**config.mk**
```make
export PLATFORM = sky130hd
export DESIGN_NAME = floor_request_scheduler_flat
export DESIGN_NICKNAME = d
export VERILOG_FILES = /design/src/rtl/floor_request_scheduler_if.sv /design/src/rtl/floor_request_scheduler.sv /design/src/flat_wrapper.sv
export SDC_FILE = /design/constraint.sdc
export NUM_CORES = 1
export LEC_CHECK = 0
export ABC_AREA = 1
export BUFFER_PORTS_ARGS = -buffer_cell sky130_fd_sc_hd__buf_2
export CORE_MARGIN = 5
export CORE_UTILIZATION = 35
export CTS_BUF_LIST = sky130_fd_sc_hd__clkbuf_8
export CTS_CLUSTER_SIZE = 25
export DETAILED_ROUTE_END_ITERATION = 16
export MAX_ROUTING_LAYER = met4
export PLACE_DENSITY = 0.62
export REMOVE_ABC_BUFFERS = 1
export SLEW_MARGIN = 20
export SYNTH_ARGS = -nofsm -noshare
export SYNTH_HDL_FRONTEND = slang
export SYNTH_SLANG_ARGS = --single-unit
```
**constraint.sdc**
```tcl
create_clock -name clk -period 2.18 [get_ports clk]
set_clock_uncertainty 0.1 [all_clocks]
set_input_delay 0.654 -clock clk [delete_from_list [all_inputs] [get_ports clk]]
set_output_delay 0.654 -clock clk [all_outputs]
set_load 0.005 [all_outputs]
```
**src/rtl/floor_request_scheduler_if.sv**
```systemverilog
// Signal bundle between the elevator controller (master) and the floor request
// scheduler (slave).
interface floor_request_scheduler_if #(
  parameter int NFLOORS = 8,
  parameter int FW      = 3
);
  // tgt_floor is meaningful only while tgt_valid=1; the controller acknowledges
  // arrival with a one-cycle served pulse qualified by cur_floor, which retires
  // req_pending[cur_floor]. There is no back-pressure in either direction.
  logic [NFLOORS-1:0] btn_in;
  logic [FW-1:0]      cur_floor;
  logic               served;
  logic [NFLOORS-1:0] req_pending;
  logic [FW-1:0]      tgt_floor;
  logic               tgt_valid;
  logic               dir_up;
  logic               dir_down;
  logic [1:0]         state_dbg;

  modport master (
    output btn_in, cur_floor, served,
    input  req_pending, tgt_floor, tgt_valid, dir_up, dir_down, state_dbg
  );

  modport slave (
    input  btn_in, cur_floor, served,
    output req_pending, tgt_floor, tgt_valid, dir_up, dir_down, state_dbg
  );
endinterface

```
**src/rtl/floor_request_scheduler.sv**
```systemverilog
// Floor call front end: synchronise and debounce buttons, latch requests until
// served, and pick the next target floor with a SCAN-style direction FSM.
module floor_request_scheduler #(
  parameter int NFLOORS    = 8,
  parameter int FW         = 3,
  parameter int DEB_CYCLES = 4
) (
  input logic                    clk,
  input logic                    rst,
  floor_request_scheduler_if.slave bus
);

  localparam int CW = $clog2(DEB_CYCLES + 1);
  localparam logic [CW-1:0] CNT_LAST = CW'(DEB_CYCLES - 1);

  typedef enum logic [1:0] {
    S_IDLE = 2'd0,
    S_UP   = 2'd1,
    S_DOWN = 2'd2
  } state_t;

  logic [NFLOORS-1:0] sync1, sync2;
  logic [NFLOORS-1:0] deb, deb_nxt;
  logic [CW-1:0]      cnt     [NFLOORS];
  logic [CW-1:0]      cnt_nxt [NFLOORS];
  logic [NFLOORS-1:0] rise;
  logic [NFLOORS-1:0] clr_mask;
  logic [NFLOORS-1:0] req, req_nxt;

  state_t             state, state_nxt;
  logic [FW-1:0]      tgt_q, tgt_nxt;
  logic               valid_q;
  logic               above, below, here;
  logic [FW-1:0]      lo_tgt, hi_tgt;

  // The debounced level toggles on the edge the counter would reach DEB_CYCLES.
  always_comb begin
    deb_nxt = deb;
    rise    = '0;
    for (int i = 0; i < NFLOORS; i++) begin
      cnt_nxt[i] = '0;
      if (sync2[i] != deb[i]) begin
        if (cnt[i] == CNT_LAST) begin
          deb_nxt[i] = ~deb[i];
          rise[i]    = sync2[i];
        end else begin
          cnt_nxt[i] = cnt[i] + 1'b1;
        end
      end
    end
  end

  // Clear is applied after set so a coincident serve of the same floor wins.
  always_comb begin
    clr_mask = bus.served ? (NFLOORS'(1) << bus.cur_floor) : '0;
    req_nxt  = (req | rise) & ~clr_mask;
  end

  always_ff @(posedge clk or negedge rst) begin
    if (!rst) begin
      sync1 <= '0;
      sync2 <= '0;
      deb   <= '0;
      req   <= '0;
      for (int i = 0; i < NFLOORS; i++) cnt[i] <= '0;
    end else begin
      sync1 <= bus.btn_in;
      sync2 <= sync1;
      deb   <= deb_nxt;
      req   <= req_nxt;
      for (int i = 0; i < NFLOORS; i++) cnt[i] <= cnt_nxt[i];
    end
  end

  always_comb begin
    above  = 1'b0;
    below  = 1'b0;
    here   = req[bus.cur_floor];
    lo_tgt = tgt_q;
    hi_tgt = tgt_q;
    for (int i = 0; i < NFLOORS; i++) begin
      if (FW'(i) > bus.cur_floor) above = above | req[i];
      if (FW'(i) < bus.cur_floor) below = below | req[i];
    end
    // Lowest pending at or above, highest pending at or below the car.
    for (int i = NFLOORS - 1; i >= 0; i--) begin
      if (req[i] && (FW'(i) >= bus.cur_floor)) lo_tgt = FW'(i);
    end
    for (int i = 0; i < NFLOORS; i++) begin
      if (req[i] && (FW'(i) <= bus.cur_floor)) hi_tgt = FW'(i);
    end
  end

  always_comb begin
    state_nxt = state;
    tgt_nxt   = tgt_q;
    case (state)
      S_IDLE: begin
        if (above)      state_nxt = S_UP;
        else if (below) state_nxt = S_DOWN;
        else            state_nxt = S_IDLE;
      end
      S_UP: begin
        if (above || here) state_nxt = S_UP;
        else if (below)    state_nxt = S_DOWN;
        else               state_nxt = S_IDLE;
      end
      S_DOWN: begin
        if (below || here) state_nxt = S_DOWN;
        else if (above)    state_nxt = S_UP;
        else               state_nxt = S_IDLE;
      end
      default: state_nxt = S_IDLE;
    endcase
    case (state_nxt)
      S_UP:    tgt_nxt = lo_tgt;
      S_DOWN:  tgt_nxt = hi_tgt;
      default: tgt_nxt = here ? bus.cur_floor : tgt_q;
    endcase
  end

  always_ff @(posedge clk or negedge rst) begin
    if (!rst) begin
      state   <= S_IDLE;
      tgt_q   <= '0;
      valid_q <= 1'b0;
    end else begin
      state   <= state_nxt;
      tgt_q   <= tgt_nxt;
      valid_q <= |req;
    end
  end

  assign bus.req_pending = req;
  assign bus.tgt_floor   = tgt_q;
  assign bus.tgt_valid   = valid_q;
  assign bus.dir_up      = (state == S_UP);
  assign bus.dir_down    = (state == S_DOWN);
  assign bus.state_dbg   = state;

endmodule

```
**src/flat_wrapper.sv**
```systemverilog
// flat-port wrapper written by rule: the top's interface ports become plain ports
module floor_request_scheduler_flat 
#(
  parameter int NFLOORS    = 8,
  parameter int FW         = 3,
  parameter int DEB_CYCLES = 4
)
  (clk, rst, bus_btn_in, bus_cur_floor, bus_served, bus_req_pending, bus_tgt_floor, bus_tgt_valid, bus_dir_up, bus_dir_down, bus_state_dbg);
  floor_request_scheduler_if #(.NFLOORS(NFLOORS), .FW(FW)) bus_i ();
  input logic clk;
  input logic rst;
  input wire logic [$bits(bus_i.btn_in)-1:0] bus_btn_in;
  input wire logic [$bits(bus_i.cur_floor)-1:0] bus_cur_floor;
  input wire logic [$bits(bus_i.served)-1:0] bus_served;
  output wire logic [$bits(bus_i.req_pending)-1:0] bus_req_pending;
  output wire logic [$bits(bus_i.tgt_floor)-1:0] bus_tgt_floor;
  output wire logic [$bits(bus_i.tgt_valid)-1:0] bus_tgt_valid;
  output wire logic [$bits(bus_i.dir_up)-1:0] bus_dir_up;
  output wire logic [$bits(bus_i.dir_down)-1:0] bus_dir_down;
  output wire logic [$bits(bus_i.state_dbg)-1:0] bus_state_dbg;
  assign bus_i.btn_in = bus_btn_in;
  assign bus_i.cur_floor = bus_cur_floor;
  assign bus_i.served = bus_served;
  assign bus_req_pending = bus_i.req_pending;
  assign bus_tgt_floor = bus_i.tgt_floor;
  assign bus_tgt_valid = bus_i.tgt_valid;
  assign bus_dir_up = bus_i.dir_up;
  assign bus_dir_down = bus_i.dir_down;
  assign bus_state_dbg = bus_i.state_dbg;
  floor_request_scheduler #(.NFLOORS(NFLOORS), .FW(FW), .DEB_CYCLES(DEB_CYCLES)) u_core (.clk(clk), .rst(rst), .bus(bus_i));
endmodule
```
==> out/results.tsv <==
stage	metric	value	unit
outcome	status	finished, violations left	
outcome	violations	setup timing	
worst_setup_path	path_max_fanout	6	
sta	finalCritPeriodShare	101.8	%
global_routing	grt_use_met1	16.98	%
logic_synthesis	synth_area	2850	um^2
placed_design	gp_congestion	0.9605	
floorplanning	die_w	100.2	um
global_routing	grt_pass1_wl	11000	um
global_routing	grt_antenna_before_repair	0	
global_routing	grt_max_degree	63	
hold_path	min-delay-path-class	primary input to asynchronous set/reset pin	
sta	slew_viol_final	0	
sta	rsz0062_at_grt	yes	
worst_setup_path	startpoint_type	primary input	
worst_setup_path	worst-r2r-cell-count	19	
clock_tree	holdBufCountCts	0	
worst_setup_path	cpMaxStageDelayCell	nor2_4	
floorplanning	die_h	100.2	um
global_routing	globalRoute.busiestLayer	met2	
clock_tree	root_buffer	clkbuf_8	
floorplanning	start_util	35.22	%
power_and_ir_drop	power.leakage	2.022	nW
worst_setup_path	crit_buf_inv	2	
global_routing	grt_pass1_vias	2453	
worst_setup_path	arrival	2.40	ns
worst_setup_path	path_class	primary input to flop	
worst_setup_path	regToRegSetupSlack	0.01	ns
logic_synthesis	ys_seq_area_share	54.43	%
floorplanning	die-area	10050	um^2
finish	fin_util	47.53	%
finish	layout-drive-gt1-share	31.50	%
clock_tree	clkSlewWorstSetupHoldPaths	0.07	ns
worst_setup_path	critical_path.reg2reg.startpoint	u_core.bus.req_pending[3]$_DFF_PN0_	
sta	tightest_slew	0.3306	ns
finish	insertedDiodeCount	0	
worst_setup_path	r2r_end	u_core.bus.tgt_floor[2]$_DFFE_PN0P_	
placed_design	io_buffers	29	
logic_synthesis	avgSynthCellArea	8.611	um^2
worst_setup_path	crit_path_cell_trace	buf_12, nor2_4, nand2_4, nand2_2, nand2_2, nor2_2, nand2_1, nand2_1, nand3_2, nand2_2, nand2_2, inv_2, ha_4, nand2_4, nor2_4, nand2_1, o21ai_0, nand2_1, nand2_1, nand2_1, nand2_1	
routing	drc	0	
sta	fin_crit	2.218	ns
floorplanning	row_count	33	
sta	setup_violations	3	
routing	ant_nets	0	
sta	max_freq	0.4508	GHz
worst_setup_path	path_delay_family	simple AND/OR/NAND/NOR gates	
routing	drt_iter0_markers	97	
logic_synthesis	yosys_warnings	0	
sta	slew_headroom	77.96	%
logic_synthesis	ys_types	21	
logic_synthesis	ys_ff_latch	62	
sta	whs	0.1968	ns
floorplanning	core_area	8093	um^2
clock_tree	numCtsBuffers	9	
clock_tree	htreeDepth	3	
routing	dr_total_vias	2355	
clock_tree	cts.sinks	62	
logic_synthesis	synth_cells	331	
floorplanning	io_pins	30	
global_routing	use_met2	23.39	%
power_and_ir_drop	power_density	1444	nW/um^2
routing	viasPerCell	4.494	
worst_setup_path	max_stage_delay	0.16	ns
worst_setup_path	end_kind	flop	
routing	wl_per_cell	12.24	um
global_routing	gr-total-overflow	0	
worst_setup_path	critical_path_required	2.36	ns
placed_design	hpwl	4660	um
global_routing	grt.total_usage	14.41	%
worst_setup_path	cp_common_cell	nand2_1	
finish	syn2layout_area_growth	34.94	%
clock_tree	insertion_delay	0.34	ns
run	drv_cap	0	
sta	fin_ws	-0.03818	ns
finish	fin_nets	438	
clock_tree	cts_tree	built	
clock_tree	max-clock-path-buffers	2	
routing	first_pass_iters	4	
global_routing	met3_usage	3.822	%
power_and_ir_drop	ir_drop	0.5005	mV
sta	hold_violations	0	
routing	routed_wl	6413	um
## cell usage after synthesis
cell	number	area share, %
nand2_1	85	11
dfrtp_1	62	54
inv_1	48	6.3
nor2_1	23	3.0
o21ai_0	17	3.0
nor3_1	16	2.8
nand3_1	15	2.6
a31oi_1	13	2.9
ha_1	10	4.4
a21oi_1	9	1.6
nand2_2	8	1.8
xnor2_1	8	2.5
inv_2	5	0.66
nor2_2	4	0.88
nand4_1	2	0.44
buf_2	1	0.18
buf_4	1	0.26
nand3_2	1	0.35
nor3_2	1	0.35
o22ai_1	1	0.22
or2_1	1	0.22
## worst max-delay path by stage
stage / startpoint / end / cells past startpoint
5_1_grt: bus_cur_floor[1] / u_core.bus.tgt_floor[1]$_DFFE_PN0P_ / 20
2_1_floorplan: bus_cur_floor[0] / u_core.bus.tgt_floor[1]$_DFFE_PN0P_ / 19
3_5_place_dp: bus_cur_floor[1] / u_core.bus.tgt_floor[0]$_DFFE_PN0P_ / 20
3_3_place_gp: bus_cur_floor[2] / u_core.bus.tgt_floor[0]$_DFFE_PN0P_ / 20
6_report: bus_cur_floor[1] / u_core.bus.tgt_floor[2]$_DFFE_PN0P_ / 21
4_1_cts: bus_cur_floor[2] / u_core.bus.tgt_floor[1]$_DFFE_PN0P_ / 19
## metal layers
metal  up-vias  part of all wire (%)
li1       1217                     -
met4         0                   1.9
met1      1086                    45
met3        15                   3.7
met2        37                    49
met5         -                     0
## where the power goes
part / leakage (nW) / switching [mW] / internal, mW
clock network: 0.116 / 0.423 / 0.662
registers: 0.777 / 0.273 / 1.50
logic: 1.13 / 1.48 / 1.22
total: 2.02 / 2.18 / 3.38
## worst register-to-register path, cell delays in order, from the launching register on
cell and delay [ns]:
dfrtp_2 0.46, nand2_1 0.13, nand2_1 0.06, inv_1 0.09, nand3_2 0.08, nor3_2 0.16
nand3_1 0.10, nand2_1 0.08, inv_1 0.04, nand2_2 0.07, inv_2 0.05, ha_4 0.16
nand2_4 0.06, nor2_4 0.04, nand2_1 0.05, o21ai_0 0.08, nand2_1 0.06, nand2_1 0.06
nand2_1 0.06, nand2_1 0.05
## kinds of logic (layout without fill, tap and decap cells)
| family | Yosys count | in the layout | share of synthesized area [%] |
|---|---|---|---|
| AOI/OAI and AO/OA | 40 | 40 | 7.638 |
| xor gates and xnor gates | 8 | 8 | 2.458 |
| adders and majority gates | 10 | 10 | 4.390 |
| buffers and inverters | 55 | 143 | 7.419 |
| DFF | 62 | 62 | 54.43 |
| and+or+nand+nor | 156 | 156 | 23.66 |
## area by class of cell
class | count | area (um^2)
well taps | 105 | 131.4
flip-flops and latches | 62 | 1553
inverters | 53 | 203.9
multi-input cells | 214 | 1202
fillers | 788 | 4247
clock inverters | 6 | 78.83
clock buffers | 10 | 137.6
repair buffers | 74 | 539.3
## placed cells by master, fill, tap and decap left out, drive strengths merged
cell	n
o22ai	1
buf	74
inv	56
or2	1
clkinvlp	1
bufinv	2
clkbuf	10
o21ai	17
nor3	17
dfrtp	62
a31oi	13
nand2	93
nand3	16
xnor2	8
a21oi	9
nor2	27
nand4	2
ha	10
## per-stage QoR
step                      area, um^2  setup TNS [ns]  setup slack, ns  power, mW  std cells
after floorplan                 2838         -0.7440          -0.2505      3.223        329
after CTS                       3787        -0.04123         -0.01914      5.490        521
after global placement          3412          -1.566          -0.5285      4.040        501
after global routing            3846         -0.4632          -0.1711      6.043        524
final                           3846        -0.09118         -0.03818      5.556        524
after detailed placement        3412          -1.763          -0.5927      4.097        501
## sequential cells by signal, summed over array words and instances, names as in the netlist
name,cells
u_core.bus.req_pending,8
u_core.bus.state_dbg,2
u_core.sync1,8
u_core.sync2,8
u_core.bus.tgt_floor,3
u_core.deb,8
u_core.cnt,24
u_core.bus.tgt_valid,1
## repair_timing
action                                  CTS  global route
gates resized for setup                  37            14
pin swaps                                20            14
hold endpoints to repair                  0             0
buffers inserted                          4             3
endpoints found under the setup margin    3             3
Note: power is estimated with default switching activity, not from simulation.
